===== src/rtl/collision_scheduler.sv =====
// collision_scheduler: one rectangle-overlap comparator time-shared over every object pair per frame.
// Latency: i_Start sampled at edge T -> o_Done during cycle T+P*E+P*B+B+2 (T+23 with default sizes).
// Backpressure: none; i_Start is ignored while busy and in the DONE cycle, never queued.
//
// Ports:
//   i_Clk, i_Rst                 clock, synchronous active-high reset
//   i_Start                      frame tick, starts one scan from IDLE
//   i_*State                     alive bits for enemies, enemy bullets, player bullets, player
//   i_*Position                  packed {x[9:0], y[8:0]} top-left per slot; player supplies x only
//   o_Busy / o_Done              scan in progress / one-cycle pulse when hit vectors are valid
//   o_*Hit                       hit vectors, held until the next DONE
//
// Optional feature: define COLLISION_SYMMETRIC_CHECK_EN to test both Overlap(A,B) and Overlap(B,A)
// per pair, which also catches a small rectangle lying entirely inside a larger one.
module collision_scheduler #(
    parameter int MAX_ENEMY         = 3,
    parameter int MAX_ENEMY_BULLET  = 3,
    parameter int MAX_PLAYER_BULLET = 3,
    parameter int ENEMY_WIDTH       = 36,
    parameter int ENEMY_HEIGHT      = 24,
    parameter int PLAYER_WIDTH      = 24,
    parameter int PLAYER_HEIGHT     = 36,
    parameter int BULLET_WIDTH      = 4,
    parameter int BULLET_HEIGHT     = 16,
    parameter int PLAYER_Y          = 372,
    parameter int MONITOR_HEIGHT    = 480
) (
    input  logic                            i_Clk,
    input  logic                            i_Rst,
    input  logic                            i_Start,
    input  logic [MAX_ENEMY-1:0]            i_EnemyState,
    input  logic [MAX_ENEMY_BULLET-1:0]     i_EnemyBulletState,
    input  logic [MAX_PLAYER_BULLET-1:0]    i_PlayerBulletState,
    input  logic                            i_PlayerState,
    input  logic [19*MAX_ENEMY-1:0]         i_EnemyPosition,
    input  logic [19*MAX_ENEMY_BULLET-1:0]  i_EnemyBulletPosition,
    input  logic [19*MAX_PLAYER_BULLET-1:0] i_PlayerBulletPosition,
    input  logic [9:0]                      i_PlayerPosition,
    output logic                            o_Busy,
    output logic                            o_Done,
    output logic [MAX_ENEMY-1:0]            o_EnemyHit,
    output logic [MAX_ENEMY_BULLET-1:0]     o_EnemyBulletHit,
    output logic [MAX_PLAYER_BULLET-1:0]    o_PlayerBulletHit,
    output logic                            o_PlayerHit
);

    localparam int EW = (MAX_ENEMY > 1) ? $clog2(MAX_ENEMY) : 1;
    localparam int BW = (MAX_ENEMY_BULLET > 1) ? $clog2(MAX_ENEMY_BULLET) : 1;
    localparam int PW = (MAX_PLAYER_BULLET > 1) ? $clog2(MAX_PLAYER_BULLET) : 1;

    localparam logic [EW-1:0] E_LAST = EW'(MAX_ENEMY - 1);
    localparam logic [BW-1:0] B_LAST = BW'(MAX_ENEMY_BULLET - 1);
    localparam logic [PW-1:0] P_LAST = PW'(MAX_PLAYER_BULLET - 1);

    localparam logic [9:0] EN_W = 10'(ENEMY_WIDTH);
    localparam logic [8:0] EN_H = 9'(ENEMY_HEIGHT);
    localparam logic [9:0] PL_W = 10'(PLAYER_WIDTH);
    localparam logic [8:0] PL_H = 9'(PLAYER_HEIGHT);
    localparam logic [9:0] BU_W = 10'(BULLET_WIDTH);
    localparam logic [8:0] BU_H = 9'(BULLET_HEIGHT);
    localparam logic [8:0] PL_Y = 9'(PLAYER_Y);
    // An enemy bullet whose top is below this line has left the bottom of the screen.
    localparam logic [8:0] EB_Y_LIMIT = 9'(MONITOR_HEIGHT - BULLET_HEIGHT);

    typedef enum logic [2:0] {IDLE, SNAP, PB_EN, PB_EB, EB_PL, DONE} state_t;
    state_t state, nextState;

    // Frame snapshot
    logic [MAX_ENEMY-1:0]         enAlive;
    logic [MAX_ENEMY_BULLET-1:0]  ebAlive;
    logic [MAX_PLAYER_BULLET-1:0] pbAlive;
    logic                         plAlive;
    logic [9:0] enX [MAX_ENEMY];
    logic [8:0] enY [MAX_ENEMY];
    logic [9:0] ebX [MAX_ENEMY_BULLET];
    logic [8:0] ebY [MAX_ENEMY_BULLET];
    logic [9:0] pbX [MAX_PLAYER_BULLET];
    logic [8:0] pbY [MAX_PLAYER_BULLET];
    logic [9:0] plX;

    logic [PW-1:0] pIdx;
    logic [EW-1:0] eIdx;
    logic [BW-1:0] bIdx;

    logic [MAX_ENEMY-1:0]         accEn, hitEn;
    logic [MAX_ENEMY_BULLET-1:0]  accEb, hitEb, ebBorder;
    logic [MAX_PLAYER_BULLET-1:0] accPb, hitPb, pbBorder;
    logic                         accPl, hitPl;

    logic [9:0] aX, aW, bX, bW;
    logic [8:0] aY, aH, bY, bH;
    logic       pairAlive, pairHit;

    // B's left or right edge inside A's x span, and B's top or bottom edge inside A's y span.
    // Far edges are widened by one bit so they never wrap.
    function automatic logic overlap(
        input logic [9:0] ax, input logic [8:0] ay, input logic [9:0] aw, input logic [8:0] ah,
        input logic [9:0] bx, input logic [8:0] by, input logic [9:0] bw, input logic [8:0] bh
    );
        logic [10:0] ax2, bx2;
        logic [9:0]  ay2, by2;
        logic        h, v;
        ax2 = {1'b0, ax} + {1'b0, aw};
        bx2 = {1'b0, bx} + {1'b0, bw};
        ay2 = {1'b0, ay} + {1'b0, ah};
        by2 = {1'b0, by} + {1'b0, bh};
        h = ((ax <= bx) && ({1'b0, bx} <= ax2)) || (({1'b0, ax} <= bx2) && (bx2 <= ax2));
        v = ((ay <= by) && ({1'b0, by} <= ay2)) || (({1'b0, ay} <= by2) && (by2 <= ay2));
        return h & v;
    endfunction

    always_comb begin
        nextState = state;
        case (state)
            IDLE:    if (i_Start) nextState = SNAP;
            SNAP:    nextState = PB_EN;
            PB_EN:   if (pIdx == P_LAST && eIdx == E_LAST) nextState = PB_EB;
            PB_EB:   if (pIdx == P_LAST && bIdx == B_LAST) nextState = EB_PL;
            EB_PL:   if (bIdx == B_LAST) nextState = DONE;
            DONE:    nextState = IDLE;
            default: nextState = IDLE;
        endcase
    end

    // Route the current pair onto the shared comparator.
    always_comb begin
        aX = pbX[pIdx];
        aY = pbY[pIdx];
        aW = BU_W;
        aH = BU_H;
        bX = enX[eIdx];
        bY = enY[eIdx];
        bW = EN_W;
        bH = EN_H;
        pairAlive = 1'b0;
        case (state)
            PB_EN: pairAlive = pbAlive[pIdx] & enAlive[eIdx];
            PB_EB: begin
                bX = ebX[bIdx];
                bY = ebY[bIdx];
                bW = BU_W;
                bH = BU_H;
                pairAlive = pbAlive[pIdx] & ebAlive[bIdx];
            end
            EB_PL: begin
                aX = ebX[bIdx];
                aY = ebY[bIdx];
                bX = plX;
                bY = PL_Y;
                bW = PL_W;
                bH = PL_H;
                pairAlive = ebAlive[bIdx] & plAlive;
            end
            default: pairAlive = 1'b0;
        endcase
    end

`ifdef COLLISION_SYMMETRIC_CHECK_EN
    assign pairHit = pairAlive & (overlap(aX, aY, aW, aH, bX, bY, bW, bH) |
                                  overlap(bX, bY, bW, bH, aX, aY, aW, aH));
`else
    assign pairHit = pairAlive & overlap(aX, aY, aW, aH, bX, bY, bW, bH);
`endif

    always_comb begin
        ebBorder = '0;
        pbBorder = '0;
        for (int k = 0; k < MAX_ENEMY_BULLET; k++)
            ebBorder[k] = ebAlive[k] & (ebY[k] > EB_Y_LIMIT);
        for (int k = 0; k < MAX_PLAYER_BULLET; k++)
            pbBorder[k] = pbAlive[k] & (pbY[k][8:2] == 7'd0);
    end

    // In DONE the finished accumulators drive the outputs directly so they are valid alongside o_Done;
    // the same values are registered on leaving DONE and held until the next scan completes.
    assign o_Busy            = (state == SNAP) || (state == PB_EN) || (state == PB_EB) || (state == EB_PL);
    assign o_Done            = (state == DONE);
    assign o_EnemyHit        = (state == DONE) ? accEn : hitEn;
    assign o_EnemyBulletHit  = (state == DONE) ? (accEb | ebBorder) : hitEb;
    assign o_PlayerBulletHit = (state == DONE) ? (accPb | pbBorder) : hitPb;
    assign o_PlayerHit       = (state == DONE) ? accPl : hitPl;

    // Positions need no reset: they are only read after SNAP has loaded them.
    always_ff @(posedge i_Clk) begin
        if (state == SNAP) begin
            for (int k = 0; k < MAX_ENEMY; k++) begin
                enX[k] <= i_EnemyPosition[19*k+9 +: 10];
                enY[k] <= i_EnemyPosition[19*k +: 9];
            end
            for (int k = 0; k < MAX_ENEMY_BULLET; k++) begin
                ebX[k] <= i_EnemyBulletPosition[19*k+9 +: 10];
                ebY[k] <= i_EnemyBulletPosition[19*k +: 9];
            end
            for (int k = 0; k < MAX_PLAYER_BULLET; k++) begin
                pbX[k] <= i_PlayerBulletPosition[19*k+9 +: 10];
                pbY[k] <= i_PlayerBulletPosition[19*k +: 9];
            end
            plX <= i_PlayerPosition;
        end
    end

    always_ff @(posedge i_Clk) begin
        if (i_Rst) begin
            state   <= IDLE;
            pIdx    <= '0;
            eIdx    <= '0;
            bIdx    <= '0;
            enAlive <= '0;
            ebAlive <= '0;
            pbAlive <= '0;
            plAlive <= 1'b0;
            accEn   <= '0;
            accEb   <= '0;
            accPb   <= '0;
            accPl   <= 1'b0;
            hitEn   <= '0;
            hitEb   <= '0;
            hitPb   <= '0;
            hitPl   <= 1'b0;
        end else begin
            state <= nextState;
            case (state)
                SNAP: begin
                    enAlive <= i_EnemyState;
                    ebAlive <= i_EnemyBulletState;
                    pbAlive <= i_PlayerBulletState;
                    plAlive <= i_PlayerState;
                    accEn   <= '0;
                    accEb   <= '0;
                    accPb   <= '0;
                    accPl   <= 1'b0;
                    pIdx    <= '0;
                    eIdx    <= '0;
                    bIdx    <= '0;
                end
                PB_EN: begin
                    if (pairHit) begin
                        accPb[pIdx] <= 1'b1;
                        accEn[eIdx] <= 1'b1;
                    end
                    if (eIdx == E_LAST) begin
                        eIdx <= '0;
                        pIdx <= (pIdx == P_LAST) ? '0 : pIdx + 1'b1;
                    end else begin
                        eIdx <= eIdx + 1'b1;
                    end
                end
                PB_EB: begin
                    if (pairHit) begin
                        accPb[pIdx] <= 1'b1;
                        accEb[bIdx] <= 1'b1;
                    end
                    // Both indices wrap to zero at the end, so EB_PL starts at bullet 0.
                    if (bIdx == B_LAST) begin
                        bIdx <= '0;
                        pIdx <= (pIdx == P_LAST) ? '0 : pIdx + 1'b1;
                    end else begin
                        bIdx <= bIdx + 1'b1;
                    end
                end
                EB_PL: begin
                    if (pairHit) begin
                        accEb[bIdx] <= 1'b1;
                        accPl       <= 1'b1;
                    end
                    bIdx <= bIdx + 1'b1;
                end
                DONE: begin
                    hitEn <= accEn;
                    hitEb <= accEb | ebBorder;
                    hitPb <= accPb | pbBorder;
                    hitPl <= accPl;
                end
                default: ;
            endcase
        end
    end

endmodule


===== config.mk =====
export PLATFORM = sky130hd
export DESIGN_NAME = collision_scheduler
export DESIGN_NICKNAME = d
export VERILOG_FILES = /design/src/rtl/collision_scheduler.sv
export SDC_FILE = /design/constraint.sdc
export NUM_CORES = 1
export LEC_CHECK = 0
export BUFFER_PORTS_ARGS = -buffer_cell sky130_fd_sc_hd__buf_2
export CORE_ASPECT_RATIO = 1.25
export CORE_MARGIN = 4
export CORE_UTILIZATION = 38
export CTS_BUF_LIST = sky130_fd_sc_hd__clkbuf_2 sky130_fd_sc_hd__clkbuf_4 sky130_fd_sc_hd__clkbuf_8
export DETAILED_ROUTE_END_ITERATION = 8
export PLACE_DENSITY_LB_ADDON = 0.1
export SYNTH_ARGS = -nofsm -noshare
export SYNTH_HDL_FRONTEND = slang
export SYNTH_SLANG_ARGS = --single-unit

===== constraint.sdc =====
create_clock -name i_Clk -period 13.9 [get_ports i_Clk]
set_clock_uncertainty 0.15 [all_clocks]
set_input_delay 0.695 -clock i_Clk [delete_from_list [all_inputs] [get_ports i_Clk]]
set_output_delay 0.695 -clock i_Clk [all_outputs]
set_load 0.01 [all_outputs]

Word-level counts from Yosys, hierarchy flattened
Memories as Yosys holds them, arrays and structs flattened. A register that Yosys moved wholly into a read port is not among the register bits.
Cells that the tools add are included.
Widths: inputs -> output; s select.

cells by class
  shift-type cells = 0
  multiply operators = 0
  muxes and demuxes = 58
  divide/modulo/power cells = 0
  bitwise operators = 16
  $lt $le $gt $ge = 17
  $add $sub $neg = 7
  eq/ne operators = 18
  reductions and logical operators = 32

operator list
  cell                   number
  $mux 2                 17
  $mux 3                 10
  $gt 9x9->1 const B     3
  $pmux 6 s2             2
  $le 10x11->1           2
  $logic_not 7->1        3
  $le 10x10->1           2
  $le 9x10->1            2
  $pmux 10 s2            1
  $pmux 3 s2             3
  $pmux 9 s2             1
  $or 3x3->3             5
  $pmux 3 s5             1
  $ne 2x2->1 const B     7
  $pmux 2 s3             2
  $add 10x10->11         1
  $add 10x3->11 const B  1
  $and 1x1->1            11
  $le 11x11->1           1
  $add 9x5->10 const B   1
  $add 9x9->10           1
  $mux 1                 10
  $mux 10                1
  $le 9x9->1             1
  other kinds (23)       59

word-level totals
  latch bits = 0
  flip-flop bits (word level) = 49
  RAM bits = 171
  word-level logic and storage cells = 171
  memories kept = 6
  memory bits (read-only) = 0
  input port bits = 194
  output and inout bits = 12

memories
  name  words  width  rd ports  clocked after memory_dff  wr ports  RTL line  text
  ebX   3      10     1         1                         3         75        logic [9:0] ebX [MAX_ENEMY_BULLET];
  enX   3      10     1         1                         3         73        logic [9:0] enX [MAX_ENEMY];
  pbX   3      10     1         1                         3         77        logic [9:0] pbX [MAX_PLAYER_BULLET];
  ebY   3      9      4         1                         3         76        logic [8:0] ebY [MAX_ENEMY_BULLET];
  enY   3      9      1         1                         3         74        logic [8:0] enY [MAX_ENEMY];
  pbY   3      9      4         1                         3         78        logic [8:0] pbY [MAX_PLAYER_BULLET];

Longest topological paths before layout
Gate-level depths: netlist (run 1).

  word-level depth = 10
  gate-level depth with buffers = 23
  depth with buffers taken out = 20

Worst setup path before layout (run 1)
No wires, ideal clock.

  kind = flip-flop to flip-flop
  start point = register state[0]
  end point = register ebAlive[0]
  library setup time = 0.135 ns
  arrival = 6.707 ns
  cell stages (with the launch flop) = 7
  path slack = 6.908 ns
  period minus slack after synthesis = 6.992 ns
  path buffers = 2
  data required time = 13.615 ns
  cells stage by stage = dfxtp_1 -> clkbuf_1 -> nand2_1 -> nor2_1 -> buf_1 -> mux2i_1 -> nor2_1

between the ends
  cells in the longest elaborated chain, start to end = 1

RTL lines
  element                   RTL line  text
  start: declaration        66        state_t state, nextState;
  start signal: assignment  221       state <= nextState;
  $eq 3x1->1                222       case (state)
  end signal: assignment    225       ebAlive <= i_EnemyBulletState;
  end: declaration          70        logic [MAX_ENEMY_BULLET-1:0] ebAlive;

No other way between the ends.
A chain may end at the register's enable or synchronous reset.

Worst setup path after layout (run 1)
  start point = register state[0]
  end point = register accEn[1]

between the ends
  cells in the longest elaborated chain, start to end = 10
  elaborated cells on any way between the ends = 35
  those cells by class = 4 x add/sub; 8 x order compare; 5 x eq/ne; 8 x mux; 2 x bitwise; 8 x reduce/logical

RTL lines
  element                                   RTL line  text
  $eq 3x3->1 or $eq 3x2->1 (tied branches)  136       case (state)
  $pmux 10 s2 (tied with other cells)       136
  $add 10x10->11 (tied with other cells)    104       bx2 = {1'b0, bx} + {1'b0, bw};
  $le 10x11->1 (tied with other cells)      107       h = ((ax <= bx) && ({1'b0, bx} <= ax2)) || (({1'b0, ax} <= bx2) && (bx2 <= ax2));
  $logic_and 1x1->1 (on tied branches)      107, 108
  $logic_or 1x1->1 (on tied branches)       107, 108
  $and 1x1->1                               109       return h & v;
  $and 1x1->1                               162       assign pairHit = pairAlive & overlap(aX, aY, aW, aH, bX, bY, bW, bH);
  $ne 2x2->1 (no line)                      --
  $reduce_and 2->1 (no line)                --
  end signal: assignment                    212       accEn <= '0;
  end signal: assignment                    228       accEn <= '0;
  end signal: indexed assignment            239       accEn[eIdx] <= 1'b1;
  end: declaration                          85        logic [MAX_ENEMY-1:0] accEn, hitEn;

Several ways; a longest one is shown, not always the timed one.

==> summary.json, run 1 <==
{
  "status": {"value": "finished, final reports clean"},
  "max_cap_violations": {"value": 0},
  "critPathSlowestCell": {"value": "sky130_fd_sc_hd__dfxtp_1"},
  "worst_setup_path_type": {"value": "reg2reg"},
  "die_height": {"value": 202, "unit": "um"},
  "chipWidth": {"value": 163, "unit": "um"},
  "die_area": {"value": 33000, "unit": "sq um"},
  "maxClockFrequency": {"value": 169, "unit": "MHz"},
  "cts_sinks": {"value": 226},
  "post_synth_inst_count": {"value": 977},
  "wire_length_per_cell_after_detailed_routing": {"value": 18.8, "unit": "um"},
  "finalWorstPathRequiredPeriod": {"value": 5.92, "unit": "ns"},
  "startpoint_class_of_the_critical_path": {"value": "register"},
  "standard_cell_row_count": {"value": 70},
  "globalRoute.totalOverflow": {"value": 0},
  "power.static_leakage": {"value": 0.00548, "unit": "uW"},
  "max-slew-margin-rel": {"value": 29.1, "unit": "%"},
  "netlist-cell-type-count": {"value": 67},
  "crit_path_max_fanout": {"value": 40},
  "hold_path_class": {"value": "in2reg"},
  "cts.clk_slew.worst_paths": {"value": 0.06, "unit": "ns"},
  "synthesis_warning_total": {"value": 0},
  "setup_viol": {"value": 0},
  "finalNetCount": {"value": 1474},
  "final.period_utilization": {"value": 42.6, "unit": "%"},
  "postRouteWirelength": {"value": 30.5, "unit": "mm"},
  "port_buffers": {"value": 205},
  "area_growth": {"value": 18.6, "unit": "%"},
  "synth.ff_latch_count": {"value": 226},
  "timing.critical_path.cells": {"value": "or3b_4, inv_2, nor2_2, nand2_1, nand3_1, ha_1, a21o_1, a21oi_1, nor2_1, o21ai_0, xnor2_1, ha_1, o211ai_1, a31oi_1, or4_1, a32oi_2, o221ai_4, o31ai_1"},
  "post-dp-hpwl": {"value": 23.2, "unit": "mm"},
  "synth.area.top_cells": {"value": "sky130_fd_sc_hd__edfxtp_1 47%, sky130_fd_sc_hd__ha_1 9.1%, sky130_fd_sc_hd__dfxtp_1 7.9%, sky130_fd_sc_hd__mux2i_1 6.3%, sky130_fd_sc_hd__nand2_1 2.7%"},
  "cts_post_setup_buffers_inserted": {"value": 0},
  "cell_internal_pwr": {"value": 1570, "unit": "uW"},
  "tns": {"value": 0, "unit": "ns"},
  "fraction_of_final_layout_cells_sized_beyond_drive_strength_1": {"value": 25.0, "unit": "%"},
  "cts_tree": {"value": "yes"},
  "initial_core_util": {"value": 38.9, "unit": "%"},
  "slew_violations": {"value": 0},
  "routed-via-count": {"value": 7967},
  "fill_cells": {"value": 2843},
  "numCtsBuffers": {"value": 39},
  "cts-htree-levels": {"value": 2},
  "syn-num-nets": {"value": 1255},
  "post_cts_hold_buffer_count": {"value": 0},
  "cts_resized": {"value": 0},
  "rrSetupSlack": {"value": 7.98, "unit": "ns"},
  "power_density": {"value": 183, "unit": "nW/um^2"},
  "setup_repair_after_global_routing_missed_its_margin": {"value": "false"},
  "post_drt_via_cell_ratio": {"value": 4.93},
  "floorplan.core_area": {"value": 29500, "unit": "sq um"},
  "dr.pass1.iters": {"value": 5},
  "via_count_of_the_first_global_routing_pass": {"value": 8353},
  "tightestPinTransition": {"value": 1.06, "unit": "ns"},
  "sw_frac_of_total": {"value": 36.9, "unit": "%"},
  "cts_root_buffer": {"value": "sky130_fd_sc_hd__clkbuf_8"},
  "finalWeightedCongestion": {"value": 0.850},
  "crit_required": {"value": 14.22, "unit": "ns"},
  "syn-mean-instance-area": {"value": 11.7, "unit": "sq um"},
  "drcViolationCount": {"value": 0},
  "grt_antenna_before_repair": {"value": 0},
  "worstSetupEndpointType": {"value": "register"},
  "combined_flip_flop_and_latch_cell_area": {"value": 6340, "unit": "sq um"},
  "boundaryPins": {"value": 206},
  "drt_iter0_markers": {"value": 408},
  "global_route_wire_length_before_repair": {"value": 46.5, "unit": "mm"},
  "crit_top_cell": {"value": "sky130_fd_sc_hd__ha_1"},
  "numPlacedInstances": {"value": 1551},
  "multi_input_area": {"value": 4750, "unit": "sq um"},
  "timing_hold_violations_final": {"value": 0},
  "synth_async_sr_flop_share": {"value": 0, "unit": "%"},
  "clockPowerShare": {"value": 22.2, "unit": "%"},
  "portion_of_the_post_synthesis_area_used_by_sequential_elements": {"value": 55.3, "unit": "%"},
  "track_usage": {"value": 18.4, "unit": "%"},
  "clk-insertion-delay-late": {"value": 0.56, "unit": "ns"},
  "synth.top_cell.area_share": {"value": 47.4, "unit": "%"},
  "seqPwrFrac": {"value": 38.2, "unit": "%"},
  "stdcell_count": {"value": 1617},
  "synthFlopType": {"value": "sky130_fd_sc_hd__edfxtp_1"},
  "synth_top_area_cell": {"value": "sky130_fd_sc_hd__edfxtp_1"},
  "antenna_cells": {"value": 0},
  "post_synth_instance_area": {"value": 11500, "unit": "sq um"},
  "peakVddDrop": {"value": 0.124, "unit": "mV"},
  "power_frac_comb": {"value": 39.6, "unit": "%"},
  "number_of_flops_mapped_to_enable_cells_by_yosys": {"value": 181},
  "grt_max_degree": {"value": 193},
  "cts.path.max_buffers": {"value": 3},
  "antenna_violating_nets_post_route": {"value": 0},
  "max_stage_delay_on_crit_path": {"value": 0.70, "unit": "ns"},
  "power.switching": {"value": 920, "unit": "uW"},
  "worst_ep_arrival_time": {"value": 6.23, "unit": "ns"}
}
-- cells in the mapped netlist (all sizes together) (4+ instances only) --
cell,number
a21o,12
clkbuf,14
a22oi,6
mux2,20
xor2,9
o31ai,10
or4,5
nor4,8
nand3,18
o22ai,4
o211ai,12
nor2,72
a31oi,5
nand2,84
xnor2,13
mux2i,72
o21ai,56
o21a,8
nand2b,14
ha,83
buf,22
edfxtp,181
nor2b,7
nand4,11
nor3,6
o221ai,4
a21oi,58
o22a,4
and2,14
inv,57
a211oi,7
dfxtp,45
-- power groups by stage --
stage | clock [uW] | sequential [uW] | combinational (uW)
after global placement | 0 | 964 | 988
after CTS | 579 | 953 | 999
after detailed placement | 0 | 966 | 994
final | 553 | 952 | 989
after global routing | 607 | 966 | 1120
after floorplan | 0 | 981 | 722
-- cell type report --
class | instances | area share, %
Clock inverter | 16 | 0.598
Multi-Input combinational cell | 658 | 34.9
Tap cell | 396 | 3.64
Inverter | 57 | 1.57
Timing Repair Buffer | 214 | 8.13
Sequential cell | 226 | 46.6
Clock buffer | 50 | 4.55
-- cells in the final DEF (no fill, tap or decap), drive strengths merged, types with 4 or more instances in the layout --
cell,netlist,routed
a211oi,7,7
o22ai,4,4
o211ai,12,12
nor2,72,72
and2,14,14
a21o,12,12
mux2,20,20
xor2,9,9
dfxtp,45,45
nor4,8,8
or4,5,5
inv,57,59
o221ai,4,4
o21a,8,8
o21ai,56,56
nand4,11,11
a31oi,5,5
nor3,6,6
buf,22,214
mux2i,72,72
xnor2,13,13
ha,83,83
clkinv,0,13
edfxtp,181,181
o22a,4,4
clkbuf,14,50
a22oi,6,6
nand2b,14,14
nand2,84,84
o31ai,10,10
nand3,18,18
nor2b,7,7
a21oi,58,58
-- final timing paths --
check | endpoint | cells after the start | startpoint
worst max-delay path | accEn[1] | 18 | state[0]
worst min-delay path | enY[1][1] | 1 | i_EnemyPosition[20]
worst max register to register | accEn[1] | 18 | state[0]
worst min register to register | accEb[2] | 2 | accEb[2]
-- flip-flops by register name (all words and copies together), names as in the netlist, 3 cells and up, named ones only --
| name | count |
|---|---|
| accEn | 3 |
| accEb | 3 |
| enAlive | 3 |
| ebY | 27 |
| enY | 27 |
| ebX | 30 |
| accPb | 3 |
| state | 3 |
| ebAlive | 3 |
| plX | 10 |
| pbY | 27 |
| enX | 30 |
| hitEb | 3 |
| hitEn | 3 |
| hitPb | 3 |
| pbAlive | 3 |
| pbX | 30 |
-- per-layer routing --
metal | track usage, % | vias up | wire length (um)
li1 | - | 4052 | -
met2 | 34.0 | 179 | 16200
met1 | 21.3 | 3686 | 12200
met5 | 0 | - | 0
met4 | 5.90 | 0 | 799
met3 | 3.22 | 50 | 1290
-- metrics by stage --
step	worst slack [ns]	cell area [sq um]	hold WS, ns	util (%)	total power (uW)
after floorplan	6.91	11500	0.271	-	1700
after global placement	8.08	12900	0.286	43.7	1950
after detailed placement	8.00	12900	0.292	43.7	1960
after CTS	7.96	13600	0.102	46.1	2530
after global routing	7.42	13600	0.106	46.1	2690
final	7.98	13600	0.158	46.1	2490
-- critical path, delay by kind of cell, from the launching register on --
kind / cells / cell delay [ns]
buf+inv: 1 / 0.37
fa+ha+maj: 2 / 0.57
flops: 1 / 0.70
compound gates: 8 / 1.67
simple gates: 6 / 2.14
xor+xnor: 1 / 0.22
-- cells by family after synthesis --
group / Yosys count / synth area share (%)
AO/OA/AOI/OAI: 203 / 11.5
XOR/XNOR: 22 / 1.68
multiplexers: 92 / 8.25
AND/OR/NAND/NOR: 257 / 10.7
buffers and inverters: 93 / 3.42
flip-flops: 226 / 55.3
adder cells (fa/ha/maj): 84 / 9.23
Power figures use the tool's default switching activity.
==> inputs of run 2 (changes only) <==
clock period = 5.6 ns   (was 13.9 ns; I/O delays follow)
==> run 2 against run 1 <==
Setup slack worse by 7.4 ns. Critical path type unchanged. Sequential power grew to 2.5 times the previous value. Final cell count up 13%. Highest routed layer unchanged. Worst hold slack worse by 0.12 ns. Design area increased by 16%. Register-to-register slack got worse by 7.4 ns. Critical endpoint is now accEn[0]. Wire length grew 10%. Sequential share of layout area shrank 6.4 points.
==> summary.json, run 2 (same netlist as run 1, synthesis figures left out) <==
{
  "setup_repair_after_global_routing_missed_its_margin": {"value": "false", "change": "unchanged"},
  "max_cap_violations": {"value": 0, "change": "unchanged"},
  "drcViolationCount": {"value": 0, "change": "unchanged"},
  "post-dp-hpwl": {"value": 24.5, "unit": "mm", "change": "was 23.2 mm"},
  "fraction_of_final_layout_cells_sized_beyond_drive_strength_1": {"value": 22.5, "unit": "%", "change": "was 25.0%"},
  "postRouteWirelength": {"value": 33.5, "unit": "mm", "change": "was 30.5 mm"},
  "cts_tree": {"value": "yes", "change": "unchanged"},
  "globalRoute.totalOverflow": {"value": 0, "change": "unchanged"},
  "peakVddDrop": {"value": 0.309, "unit": "mV", "change": "was 0.124 mV"},
  "tightestPinTransition": {"value": 0.925, "unit": "ns", "change": "was 1.06 ns"},
  "drt_iter0_markers": {"value": 360, "change": "was 408"},
  "cts_root_buffer": {"value": "sky130_fd_sc_hd__clkbuf_8", "change": "unchanged"},
  "grt_max_degree": {"value": 164, "change": "was 193"},
  "power.static_leakage": {"value": 0.00640, "unit": "uW", "change": "was 0.00548 uW"},
  "hold_path_class": {"value": "in2reg", "change": "unchanged"},
  "final.period_utilization": {"value": 90.0, "unit": "%", "change": "was 42.6%"},
  "track_usage": {"value": 20.4, "unit": "%", "change": "was 18.4%"},
  "max-slew-margin-rel": {"value": 38.3, "unit": "%", "change": "was 29.1%"},
  "clk-insertion-delay-late": {"value": 0.56, "unit": "ns", "change": "about the same"},
  "status": {"value": "finished, final reports clean", "change": "unchanged"},
  "dr.pass1.iters": {"value": 5, "change": "unchanged"},
  "tns": {"value": 0, "unit": "ns", "change": "unchanged"},
  "crit_buf_inv": {"value": 1, "change": "unchanged"},
  "critPathSlowestCell": {"value": "sky130_fd_sc_hd__dfxtp_1", "change": "unchanged"},
  "fill_cells": {"value": 2621, "change": "was 2843"},
  "cts.path.max_buffers": {"value": 3, "change": "unchanged"},
  "power_density": {"value": 422, "unit": "nW/um^2", "change": "was 183 nW/um^2"},
  "floorplan.core_area": {"value": 29500, "unit": "sq um", "change": "unchanged"},
  "grt_antenna_before_repair": {"value": 3, "change": "was 0"},
  "die_area": {"value": 33000, "unit": "sq um", "change": "unchanged"},
  "startpoint_class_of_the_critical_path": {"value": "register", "change": "unchanged"},
  "power_frac_comb": {"value": 38.8, "unit": "%", "change": "was 39.6%"},
  "global_route_wire_length_before_repair": {"value": 52.1, "unit": "mm", "change": "was 46.5 mm"},
  "die_height": {"value": 202, "unit": "um", "change": "unchanged"},
  "worstSetupEndpointType": {"value": "register", "change": "unchanged"},
  "antenna_violating_nets_post_route": {"value": 0, "change": "unchanged"},
  "power": {"value": 6660, "unit": "uW", "change": "was 2490 uW"},
  "standard_cell_row_count": {"value": 70, "change": "unchanged"},
  "cts-htree-levels": {"value": 2, "change": "unchanged"},
  "layout_commonest_cell": {"value": "sky130_fd_sc_hd__buf_2", "change": "unchanged"},
  "chipWidth": {"value": 163, "unit": "um", "change": "unchanged"},
  "setup_viol": {"value": 0, "change": "unchanged"},
  "finalWeightedCongestion": {"value": 0.907, "change": "was 0.850"},
  "power.switching": {"value": 2380, "unit": "uW", "change": "was 920 uW"},
  "hold_ws": {"value": 0.0380, "unit": "ns", "change": "was 0.158 ns"},
  "crit_required": {"value": 5.91, "unit": "ns", "change": "was 14.22 ns"},
  "timing_hold_violations_final": {"value": 0, "change": "unchanged"},
  "finalNetCount": {"value": 1674, "change": "was 1474"},
  "wire_length_per_cell_after_detailed_routing": {"value": 18.4, "unit": "um", "change": "was 18.8 um"},
  "post_drt_via_cell_ratio": {"value": 4.83, "change": "was 4.93"},
  "crit_path_max_fanout": {"value": 13, "change": "was 40"},
  "boundaryPins": {"value": 206, "change": "unchanged"},
  "cell_internal_pwr": {"value": 4280, "unit": "uW", "change": "was 1570 uW"},
  "finalWorstPathRequiredPeriod": {"value": 5.04, "unit": "ns", "change": "was 5.92 ns"},
  "worst_ep_arrival_time": {"value": 5.35, "unit": "ns", "change": "was 6.23 ns"},
  "area_growth": {"value": 37.5, "unit": "%", "change": "was 18.6%"},
  "cts.clk_slew.worst_paths": {"value": 0.06, "unit": "ns", "change": "about the same"},
  "numCtsBuffers": {"value": 39, "change": "unchanged"},
  "routed-via-count": {"value": 8817, "change": "was 7967"},
  "initial_core_util": {"value": 38.9, "unit": "%", "change": "unchanged"},
  "worst_setup_path_type": {"value": "reg2reg", "change": "unchanged"},
  "port_buffers": {"value": 205, "change": "unchanged"},
  "layout.cells.most_common_list": {"value": "205 x sky130_fd_sc_hd__buf_2, 192 x sky130_fd_sc_hd__dlygate4sd3_1, 181 x sky130_fd_sc_hd__edfxtp_1", "change": "was 205 x sky130_fd_sc_hd__buf_2, 181 x sky130_fd_sc_hd__edfxtp_1, 83 x sky130_fd_sc_hd__nand2_1, 83 x sky130_fd_sc_hd__ha_1, 72 x sky130_fd_sc_hd__mux2i_1"},
  "category_of_cells_accounting_for_the_largest_share_of_critical_path_delay": {"value": "simple AND/OR/NAND/NOR gates", "change": "unchanged"},
  "crit_top_cell": {"value": "sky130_fd_sc_hd__ha_1", "change": "unchanged"},
  "cts_sinks": {"value": 226, "change": "unchanged"},
  "timing.critical_path.cells": {"value": "or3b_4, inv_2, nor2_2, nand2_1, nand3_1, ha_1, fa_1, a21oi_1, a32oi_1, and2_1, nor2_1, ha_1, o21a_1, o211ai_1, a31oi_1, or4_1, a32oi_2, o221ai_4, o31ai_1", "change": "was or3b_4, inv_2, nor2_2, nand2_1, nand3_1, ha_1, a21o_1, a21oi_1, nor2_1, o21ai_0, xnor2_1, ha_1, o211ai_1, a31oi_1, or4_1, a32oi_2, o221ai_4, o31ai_1"},
  "via_count_of_the_first_global_routing_pass": {"value": 9482, "change": "was 8353"},
  "seqPwrFrac": {"value": 35.8, "unit": "%", "change": "was 38.2%"},
  "layout_top_registers": {"value": "ebX (30), enX (30), pbX (30)", "change": "unchanged"},
  "maxClockFrequency": {"value": 198, "unit": "MHz", "change": "was 169 MHz"},
  "clockPowerShare": {"value": 25.4, "unit": "%", "change": "was 22.2%"},
  "max_stage_delay_on_crit_path": {"value": 0.58, "unit": "ns", "change": "was 0.70 ns"},
  "slew_violations": {"value": 0, "change": "unchanged"},
  "sw_frac_of_total": {"value": 35.7, "unit": "%", "change": "was 36.9%"}
}
-- run 2: per-layer routing --
metal	part of all wire, %	track usage, %
met1	41	24.3
met2	52	37.5
met3	4.3	3.45
met4	2.8	6.08
met5	0	0
-- run 2: metrics by stage --
stage	worst slack (ns)	instance area (sq um)	cells	utilization (%)
2_1_floorplan	1.02	11500	977	-
3_3_place_gp	0.723	13000	1559	43.9
3_5_place_dp	0.642	13000	1559	43.9
4_1_cts	0.603	15800	1823	53.4
5_1_grt	0.280	15800	1824	53.4
6_report	0.560	15800	1824	53.4
-- run 2: final timing paths --
| path | start | end | slack [ns] | cells past startpoint |
|---|---|---|---|---|
| worst min register to register | accEn[2] | accEn[2] | 0.30 | 2 |
| worst max-delay path | state[2] | accEn[0] | 0.56 | 19 |
| worst max register to register | state[2] | accEn[0] | 0.56 | 19 |
| worst min-delay path | i_Rst | pbAlive[2] | 0.04 | 2 |
-- run 2: power groups by stage --
stage                     Clock, uW  Combinational [uW]  Sequential (uW)
after floorplan                   0                1790             2380
after global placement            0                2500             2410
after detailed placement          0                2490             2420
after CTS                      1740                2610             2380
after global routing           1810                2880             2420
final                          1690                2580             2390
-- run 2: repair_timing --
item | CTS | global route
setup buffers | 0 | 0
gates resized for setup | 0 | 0
hold buffers | 192 | 0
endpoints found under the hold margin | 191 | 0
-- run 2: area by class of cell --
class | instances | area [sq um] | share of cell area, %
clock buffers | 47 | 597 | 3.79
multi-input cells | 658 | 4750 | 30.1
clock inverters | 25 | 284 | 1.80
repair buffers | 414 | 3090 | 19.6
inverters | 57 | 214 | 1.36
well taps | 396 | 495 | 3.14
flip-flops and latches | 226 | 6340 | 40.2
diodes | 1 | 2.50 | 0.0159
